[src/rtl/lm_sm_sequencer.sv]
// LM/SM sequencer: expands one load/store-multiple into per-register EX/MEM transfers.
// Optional LMSM_ADDR_WRAP_ERR_EN: abort with sticky err instead of wrapping past the top address.
module lm_sm_sequencer #(
    parameter int unsigned AW   = 16,
    parameter int unsigned NREG = 8
) (
    input  logic            clk,
    input  logic            reset,
    input  logic            in_valid,
    input  logic            in_is_lm,
    input  logic            in_is_sm,
    input  logic [NREG-1:0] in_mask,
    input  logic [AW-1:0]   in_base,
    input  logic [AW-1:0]   in_pc,
    input  logic            mem_ready,
    output logic            stall_EX,
    output logic            out_valid,
    output logic [AW-1:0]   out_M_addr,
    output logic [2:0]      out_RDest,
    output logic            out_W_reg,
    output logic            out_W_mem,
    output logic            out_mem_ans,
    output logic [1:0]      out_LMStart,
    output logic [AW-1:0]   out_pc,
    output logic            busy,
    output logic            done,
    output logic            err
);

    typedef enum logic [0:0] {StIdle, StRun} state_e;

    state_e          state_q, state_d;
    logic [NREG-1:0] mask_q, mask_d;
    logic [AW-1:0]   base_q, base_d;
    logic [AW-1:0]   pc_q, pc_d;
    logic [AW-1:0]   offset_q, offset_d;
    logic            is_lm_q, is_lm_d;
    logic            err_q, err_d;
    logic            done_q, done_d;

    logic            valid_q, valid_d;
    logic [AW-1:0]   addr_q, addr_d;
    logic [2:0]      rdest_q, rdest_d;
    logic            w_reg_q, w_reg_d;
    logic            w_mem_q, w_mem_d;
    logic            mem_ans_q, mem_ans_d;
    logic [1:0]      lm_start_q, lm_start_d;

    logic            start, nop, last, wrap_abort;
    logic [2:0]      low_idx;

    always_comb begin
        start = in_valid & (in_is_lm ^ in_is_sm) & (in_mask != '0);
        nop   = in_valid & (in_is_lm ^ in_is_sm) & (in_mask == '0);
        // Only one bit left once clearing the lowest set bit empties the mask.
        last  = (mask_q & (mask_q - 1'b1)) == '0;
        low_idx = 3'd0;
        for (int i = NREG - 1; i >= 0; i--) begin
            if (mask_q[i]) low_idx = 3'(i);
        end
`ifdef LMSM_ADDR_WRAP_ERR_EN
        wrap_abort = ({1'b0, base_q} + {1'b0, offset_q}) > {1'b0, {AW{1'b1}}};
`else
        wrap_abort = 1'b0;
`endif
    end

    always_comb begin
        state_d    = state_q;
        mask_d     = mask_q;
        base_d     = base_q;
        pc_d       = pc_q;
        offset_d   = offset_q;
        is_lm_d    = is_lm_q;
        err_d      = err_q;
        done_d     = 1'b0;
        valid_d    = 1'b0;
        addr_d     = '0;
        rdest_d    = 3'd0;
        w_reg_d    = 1'b0;
        w_mem_d    = 1'b0;
        mem_ans_d  = 1'b0;
        lm_start_d = 2'b00;
        stall_EX   = 1'b0;

        unique case (state_q)
            StIdle: begin
                if (start) begin
                    state_d  = StRun;
                    mask_d   = in_mask;
                    base_d   = in_base;
                    pc_d     = in_pc;
                    offset_d = '0;
                    is_lm_d  = in_is_lm;
                    stall_EX = 1'b1;
                end else if (nop) begin
                    done_d = 1'b1;
                end
            end
            StRun: begin
                stall_EX = 1'b1;
                if (mem_ready) begin
                    if (wrap_abort) begin
                        err_d    = 1'b1;
                        done_d   = 1'b1;
                        mask_d   = '0;
                        state_d  = StIdle;
                        stall_EX = 1'b0;
                    end else begin
                        valid_d    = 1'b1;
                        addr_d     = base_q + offset_q;
                        rdest_d    = low_idx;
                        w_reg_d    = is_lm_q;
                        w_mem_d    = ~is_lm_q;
                        mem_ans_d  = is_lm_q;
                        lm_start_d = last ? 2'b11 : (offset_q == '0) ? 2'b01 : 2'b10;
                        mask_d     = mask_q & (mask_q - 1'b1);
                        offset_d   = offset_q + 1'b1;
                        if (last) begin
                            state_d  = StIdle;
                            done_d   = 1'b1;
                            stall_EX = 1'b0;
                        end
                    end
                end
            end
            default: state_d = StIdle;
        endcase

        if (reset) stall_EX = 1'b0;
    end

    always_ff @(negedge clk) begin
        if (reset) begin
            state_q    <= StIdle;
            mask_q     <= '0;
            base_q     <= '0;
            pc_q       <= '0;
            offset_q   <= '0;
            is_lm_q    <= 1'b0;
            err_q      <= 1'b0;
            done_q     <= 1'b0;
            valid_q    <= 1'b0;
            addr_q     <= '0;
            rdest_q    <= 3'd0;
            w_reg_q    <= 1'b0;
            w_mem_q    <= 1'b0;
            mem_ans_q  <= 1'b0;
            lm_start_q <= 2'b00;
        end else begin
            state_q    <= state_d;
            mask_q     <= mask_d;
            base_q     <= base_d;
            pc_q       <= pc_d;
            offset_q   <= offset_d;
            is_lm_q    <= is_lm_d;
            err_q      <= err_d;
            done_q     <= done_d;
            valid_q    <= valid_d;
            addr_q     <= addr_d;
            rdest_q    <= rdest_d;
            w_reg_q    <= w_reg_d;
            w_mem_q    <= w_mem_d;
            mem_ans_q  <= mem_ans_d;
            lm_start_q <= lm_start_d;
        end
    end

    assign out_valid   = valid_q;
    assign out_M_addr  = addr_q;
    assign out_RDest   = rdest_q;
    assign out_W_reg   = w_reg_q;
    assign out_W_mem   = w_mem_q;
    assign out_mem_ans = mem_ans_q;
    assign out_LMStart = lm_start_q;
    assign out_pc      = pc_q;
    assign busy        = (state_q == StRun);
    assign done        = done_q;
    assign err         = err_q;

endmodule
[config.mk]
export PLATFORM = sky130hd
export DESIGN_NAME = lm_sm_sequencer
export DESIGN_NICKNAME = d
export VERILOG_FILES = /design/src/rtl/lm_sm_sequencer.sv
export SDC_FILE = /design/constraint.sdc
export NUM_CORES = 1
export LEC_CHECK = 0
export CORE_MARGIN = 3
export CORE_UTILIZATION = 50
export CTS_BUF_LIST = sky130_fd_sc_hd__clkbuf_4 sky130_fd_sc_hd__clkbuf_8 sky130_fd_sc_hd__clkbuf_16
export DETAILED_ROUTE_END_ITERATION = 10
export HOLD_SLACK_MARGIN = 0.05
export PLACE_DENSITY = 0.77
export SLEW_MARGIN = 20
export SYNTH_ARGS = -nofsm -noshare
export SYNTH_HDL_FRONTEND = slang
export SYNTH_SLANG_ARGS = --single-unit
[constraint.sdc]
create_clock -name clk -period 3.2 [get_ports clk]
set_clock_uncertainty 0.1 [all_clocks]
set_input_delay 0.64 -clock clk [delete_from_list [all_inputs] [get_ports clk]]
set_output_delay 0.64 -clock clk [all_outputs]
set_load 0.005 [all_outputs]
==> metrics.txt, run 1 <==
failing checks negative setup slack; pre-CTS WS -1279 ps; Hold Path Class reg -> reg; Final WS setup -1589 ps; io pins 91; TritonCTS buffer count 9; Seq/Total Area, Yosys 43.67%; drc violations 0; Die X 93.24 µm; wire per inst 19.69 µm; fraction of registers with async set/reset 0%; Worst Setup End Kind output pin; Synth Instances 462; Root Buffer clkbuf_8; leading register cell type out of synthesis dfxtp_1; leakage 3.151 nW; Hold Fails Final Rpt 0; initial antenna violation count 0; Mapped Area 3805 µm²; gr ovfl total 0; FF+latch count, synth 83; r2r startpoint offset_q[0]$_SDFFE_NP0P_; largest net degree at the start of global routing 43; internal power 1.862 mW; most frequent cells in the layout inv_1, dfxtp_1, nand2_1; NetSw 1.093 mW; Die Span Y 93.24 µm; CP Cell Sequence or4_4, or2_4, a211oi_2, nor2_2, nor2_4, a31oi_4, buf_2; dominant cells by area after synthesis dfxtp_1, nand2_1, a21oi_1; Synth area leader dfxtp_1; Worst Path Max Fanout 3; Post-DP HPWL 7221 µm; syn nets 526; Longest Clk Path Bufs 2; status complete, but fails checks; CP Class reg -> out; first-pass GRT wire length 20090 µm; Placement Rows 31; Reg2Reg Setup Slack 320 ps; vias in the first global route 4445; maximum VDD drop 460.6 µV; Vias/cell 5.867; Sw Ratio 36.99%; layout cells sized above 1 40.97%; H-tree lvl count 3; nets@finish 762; commonest non-fill, non-tap cell in the layout inv_1; PwrDens 457.3 nW/µm²; Max-cap violations 0; unrepaired setup endpoints after global routing yes; slowest stage delay, CP 530 ps; CP startpoint kind register; antenna cells 0; Synthesis Warnings 0; syn_area_per_cell 8.236 µm²; Pins Over Slew Limit 0; Worst Tran Pin Value 662.0 ps; Critical Path AT 4050 ps; Worst R2R End out_M_addr[12]$_SDFF_NP0_; number of synthesized flops with an enable pin 0; fin area 6462 µm²; CTS tree built; Setup violations, final 86; area of the die 8693 µm²; Finished Core Util 88.16%; CP Capture Point stall_EX; Worst EP required 2460 ps; CTS Hold Bufs 0; final wirelength 15790 µm; share of power burned in the clock network 43.4%; Flop pwr share 37.5%; Synth cell types 56; Critical Path Source mask_q[1]$_SDFFE_NP0P_; total core area 7331 µm²; Worst path slowest cell or4_4; Final Wtd Congestion 0.9438; Comb pwr share 19.1%; Reg clk slew, reported paths 200 ps; Vias 4705; clock sinks 83; R2R cell count 8; first drt pass iteration count 5; I/O Buffers 89; area share of the largest cell type after synthesis 43.67%; Rel. slew slack 55.87%; GRT Util Overall 29.00%; latest clock arrival within the worst-skew pair 520 ps; Antenna Nets Post-Route 0; Initial Util 51.90%; DR iter-0 viols 399; placed inst area 5181 µm²; Layout area overhead 69.85%
==> final cells by class <==
cell class                 count  area (µm²)
timing repair buffer         168        1555
clock inverter                90       377.9
multi-input combinational    343        2552
inverter                      10       37.54
fill                         324       868.3
sequential                    83        1692
clock buffer                   9       123.9
tap                           99       123.9
==> synth_stat cells, drive strengths merged, types with 3 or more instances <==
cell / n
nand2: 96
dfxtp: 83
a21oi: 58
nor2: 36
clkbuf: 17
ha: 17
o21ai: 15
nand3: 14
inv: 11
nor3: 10
a21o: 8
buf: 8
xnor2: 8
and3: 7
nor4: 6
xor2: 6
nand4: 5
o211ai: 5
or3: 5
mux2: 4
a31oi: 3
a32o: 3
o21bai: 3
o31a: 3
or2: 3
==> routing by layer <==
metal | routed length [µm] | global-route usage [%] | vias to the layer above
met5 | 0 | 0 | -
met4 | 1011 | 14.90 | 0
met3 | 1424 | 12.55 | 110
met2 | 7767 | 47.17 | 326
met1 | 5589 | 32.04 | 2196
li1 | - | - | 2073
==> worst max-delay path, delay by kind of cell (launching register included) <==
family | cells | cell delay, ps
AND/OR/NAND/NOR | 4 | 1020
flip-flops | 1 | 380
AO/OA/AOI/OAI | 2 | 370
buffers and inverters | 1 | 140
==> how the worst min path moves through the flow <==
| stage | startpoint | endpoint | slack (ps) | cells after the start |
|---|---|---|---|---|
| floorplan | is_lm_q$_SDFFE_NP0P_ | out_W_mem$_SDFF_NP0_ | 310 | 1 |
| global placement | is_lm_q$_SDFFE_NP0P_ | out_W_mem$_SDFF_NP0_ | 320 | 1 |
| detailed placement | is_lm_q$_SDFFE_NP0P_ | out_W_mem$_SDFF_NP0_ | 340 | 1 |
| CTS | out_pc[7]$_SDFFE_NP0P_ | out_pc[7]$_SDFFE_NP0P_ | 350 | 2 |
| global route | out_pc[13]$_SDFFE_NP0P_ | out_pc[13]$_SDFFE_NP0P_ | 390 | 2 |
| finish | out_pc[2]$_SDFFE_NP0P_ | out_pc[2]$_SDFFE_NP0P_ | 370 | 2 |
==> power by group through the flow <==
stage	registers [mW]	clock network, mW	logic, mW
after floorplan	1.11	0.159	0.187
after global placement	1.11	0.159	0.350
after detailed placement	1.11	0.159	0.358
after CTS	1.10	1.18	0.447
after global routing	1.11	1.40	0.592
final	1.11	1.28	0.564
==> flip-flops by register name, summed over array words and instances (netlist names) <==
name and count:
out_valid 1, out_RDest 3, out_pc 16, out_M_addr 16, offset_q 16, done 1, out_mem_ans 1, mask_q 8
out_W_mem 1, is_lm_q 1, out_LMStart 2, base_q 16, busy 1
==> stage by stage <==
step,std cells,hold WS (ps),power [mW],setup TNS [ps]
global placement,671,324.4,1.622,-63910
detailed placement,671,344.7,1.631,-66130
global route,802,388.1,3.102,-25680
finish,802,366.4,2.955,-24540
floorplan,462,306.9,1.459,-10380
CTS,788,349.4,2.730,-12720
==> logic make-up after synthesis <==
group	synth area share, %
AO/OA/AOI/OAI	18.19
XOR/XNOR	3.223
adder cells (fa/ha/maj)	6.379
buffers and inverters	4.406
flip-flops	43.67
multiplexers	1.710
other	0.09856
AND/OR/NAND/NOR	22.33
==> repair_timing <==
item,CTS,global route
resized for setup,317,122
cloned,4,0
setup endpoints to repair,124,96
setup buffers,18,20
pin swaps,31,34
Note: power is estimated with default switching activity, not from simulation.
==> run 2, diff against run 1 <==
--- a/config.mk
+++ b/config.mk
@@ -5,12 +5,14 @@
 export SDC_FILE = /design/constraint.sdc
 export NUM_CORES = 1
 export LEC_CHECK = 0
+export ABC_AREA = 1
 export CORE_MARGIN = 3
-export CORE_UTILIZATION = 50
+export CORE_UTILIZATION = 51
 export CTS_BUF_LIST = sky130_fd_sc_hd__clkbuf_4 sky130_fd_sc_hd__clkbuf_8 sky130_fd_sc_hd__clkbuf_16
 export DETAILED_ROUTE_END_ITERATION = 10
 export HOLD_SLACK_MARGIN = 0.05
-export PLACE_DENSITY = 0.77
+export PLACE_DENSITY = 0.78
+export REMOVE_ABC_BUFFERS = 1
 export SLEW_MARGIN = 20
 export SYNTH_ARGS = -nofsm -noshare
 export SYNTH_HDL_FRONTEND = slang
==> metrics.txt, run 2 <==
total core area 7767 µm²; failing checks negative setup slack; vias in the first global route 4745; Vias 4751; commonest non-fill, non-tap cell in the layout inv_1; CTS Hold Bufs 0; Worst EP required 2460 ps; nets@finish 862; Worst Path Buf+Inv 1; dominant cells by area after synthesis dfxtp_1, nand2_1, a21oi_1; area of the die 9149 µm²; Worst path slowest cell dfxtp_2; Synthesis Warnings 0; maximum VDD drop 407.5 µV; Setup violations, final 34; largest net degree at the start of global routing 30; latest clock arrival within the worst-skew pair 430 ps; I/O Buffers 89; H-tree lvl count 3; Final WS setup -842.9 ps; first-pass GRT wire length 20200 µm; syn_area_per_cell 7.067 µm²; DR iter-0 viols 254; Max-cap violations 0; Hold Path Class reg -> reg; placed cells 786; Reg area 1690 µm²; area of the multi-input gates 2303 µm²; Die X 95.65 µm; FF+latch count, synth 83; Fillers 561; Initial Util 52.77%; leading register cell type out of synthesis dfxtp_1; Seq/Total Area, Yosys 40.54%; Longest Clk Path Bufs 2; Mapped Area 4099 µm²; Synth area leader dfxtp_1; area share of the largest cell type after synthesis 40.54%; slowest stage delay, CP 320 ps; Worst Path Max Fanout 5; CP startpoint kind register; TritonCTS buffer count 9; Vias/cell 5.250; Synth cell types 37; CP Cell Sequence nor2_4, nor2_2, nor2_2, nand3_2, nor2_2, nand3_2, nand2_2, a21oi_2, buf_2; Worst Setup End Kind output pin; Placement Rows 32; Post-DP HPWL 8618 µm; layout cells sized above 1 29.51%; PwrDens 451.3 nW/µm²; gr ovfl total 0; number of synthesized flops with an enable pin 0; top cells by count, synth nand2_1, dfxtp_1, a21oi_1; Layout area overhead 50.55%; leakage 2.990 nW; Non-Filler Instances 905; Reg clk slew, reported paths 40 ps; CP Class reg -> out; antenna cells 0; status complete, but fails checks; Hold Fails Final Rpt 0; most used cell, CP nor2_2; drc violations 0; Antenna Nets Post-Route 0; Critical Path AT 3300 ps; most frequent cells in the layout inv_1, nand2_1, a21oi_1; Root Buffer clkbuf_8; most frequent cell after synthesis nand2_1; initial antenna violation count 0; Die Span Y 95.65 µm; first drt pass iteration count 5; CP top delay family simple AND/OR/NAND/NOR gates; fraction of registers with async set/reset 0%; Finished Core Util 79.45%; Synth Instances 580; final wirelength 13440 µm; wire per inst 14.85 µm; setup TNS -2082 ps; io pins 91; clock sinks 83; GRT Util Overall 27.97%; CTS tree built; unrepaired setup endpoints after global routing yes; Final Wtd Congestion 0.8799; Pins Over Slew Limit 0; Power Total 2.785 mW
## run 2: kinds of logic (layout without fill, tap and decap cells)
family | Yosys count | in the layout | share of synthesized area (%)
DFF | 83 | 83 | 40.54
xor gates and xnor gates | 1 | 1 | 0.2137
AOI/OAI and AO/OA | 121 | 121 | 15.45
adders and majority gates | 18 | 18 | 5.678
buffers and inverters | 77 | 300 | 8.516
and+or+nand+nor | 279 | 279 | 29.52
other | 1 | 1 | 0.09149
## run 2: layout make-up
| cell class | instances | area share [%] |
|---|---|---|
| clock inverter | 90 | 6.042 |
| multi-input combinational | 420 | 37.33 |
| clock buffer | 9 | 2.007 |
| sequential | 83 | 27.39 |
| inverter | 55 | 3.487 |
| tap | 102 | 2.068 |
| timing repair buffer | 146 | 21.67 |
## run 2: path summary, 6_finish.rpt
| path | end | depth (start not counted) | slack, ps | start |
|---|---|---|---|---|
| setup / recovery | stall_EX | 9 | -840 | mask_q[0]$_SDFFE_NP0P_ |
| hold / removal | out_W_mem$_SDFF_NP0_ | 1 | 320 | is_lm_q$_SDFFE_NP0P_ |
| setup reg to reg | out_M_addr[14]$_SDFF_NP0_ | 9 | 1170 | offset_q[0]$_SDFFE_NP0P_ |
| hold reg to reg | out_W_mem$_SDFF_NP0_ | 1 | 320 | is_lm_q$_SDFFE_NP0P_ |
## run 2: through the flow
step	hold slack, ps	setup WS (ps)	cell area [µm²]
floorplan	292.5	-892.9	3961
global route	374.2	-974.3	6171
finish	323.8	-842.9	6171
global placement	297.3	-813.3	5325
detailed placement	303.7	-835.7	5325
CTS	323.0	-822.2	5824
## run 2: report_power, final
group / switching [mW] / internal (mW)
clock network: 0.740 / 0.433
logic: 0.246 / 0.250
registers: 0.0306 / 1.08
## run 2: per-layer routing
metal	GRT usage, %	part of all wire, %
met5	0	0
met3	9.866	6.8
met4	16.82	2.2
met1	28.77	39
met2	48.47	52
## run 2: timing repair
item,in CTS,in global routing
pin swaps,39,12
cloned,1,4
setup buffers,15,5
endpoints found under the setup margin,122,85
gates resized for setup,271,86
==> run 3, diff against run 2 <==
--- a/config.mk
+++ b/config.mk
@@ -9,6 +9,7 @@
 export CORE_MARGIN = 3
 export CORE_UTILIZATION = 51
 export CTS_BUF_LIST = sky130_fd_sc_hd__clkbuf_4 sky130_fd_sc_hd__clkbuf_8 sky130_fd_sc_hd__clkbuf_16
+export CTS_CLUSTER_DIAMETER = 100
 export DETAILED_ROUTE_END_ITERATION = 10
 export HOLD_SLACK_MARGIN = 0.05
 export PLACE_DENSITY = 0.78
==> results of run 3 <==
The final DEF is identical to that of run 2; final timing and power are the same.
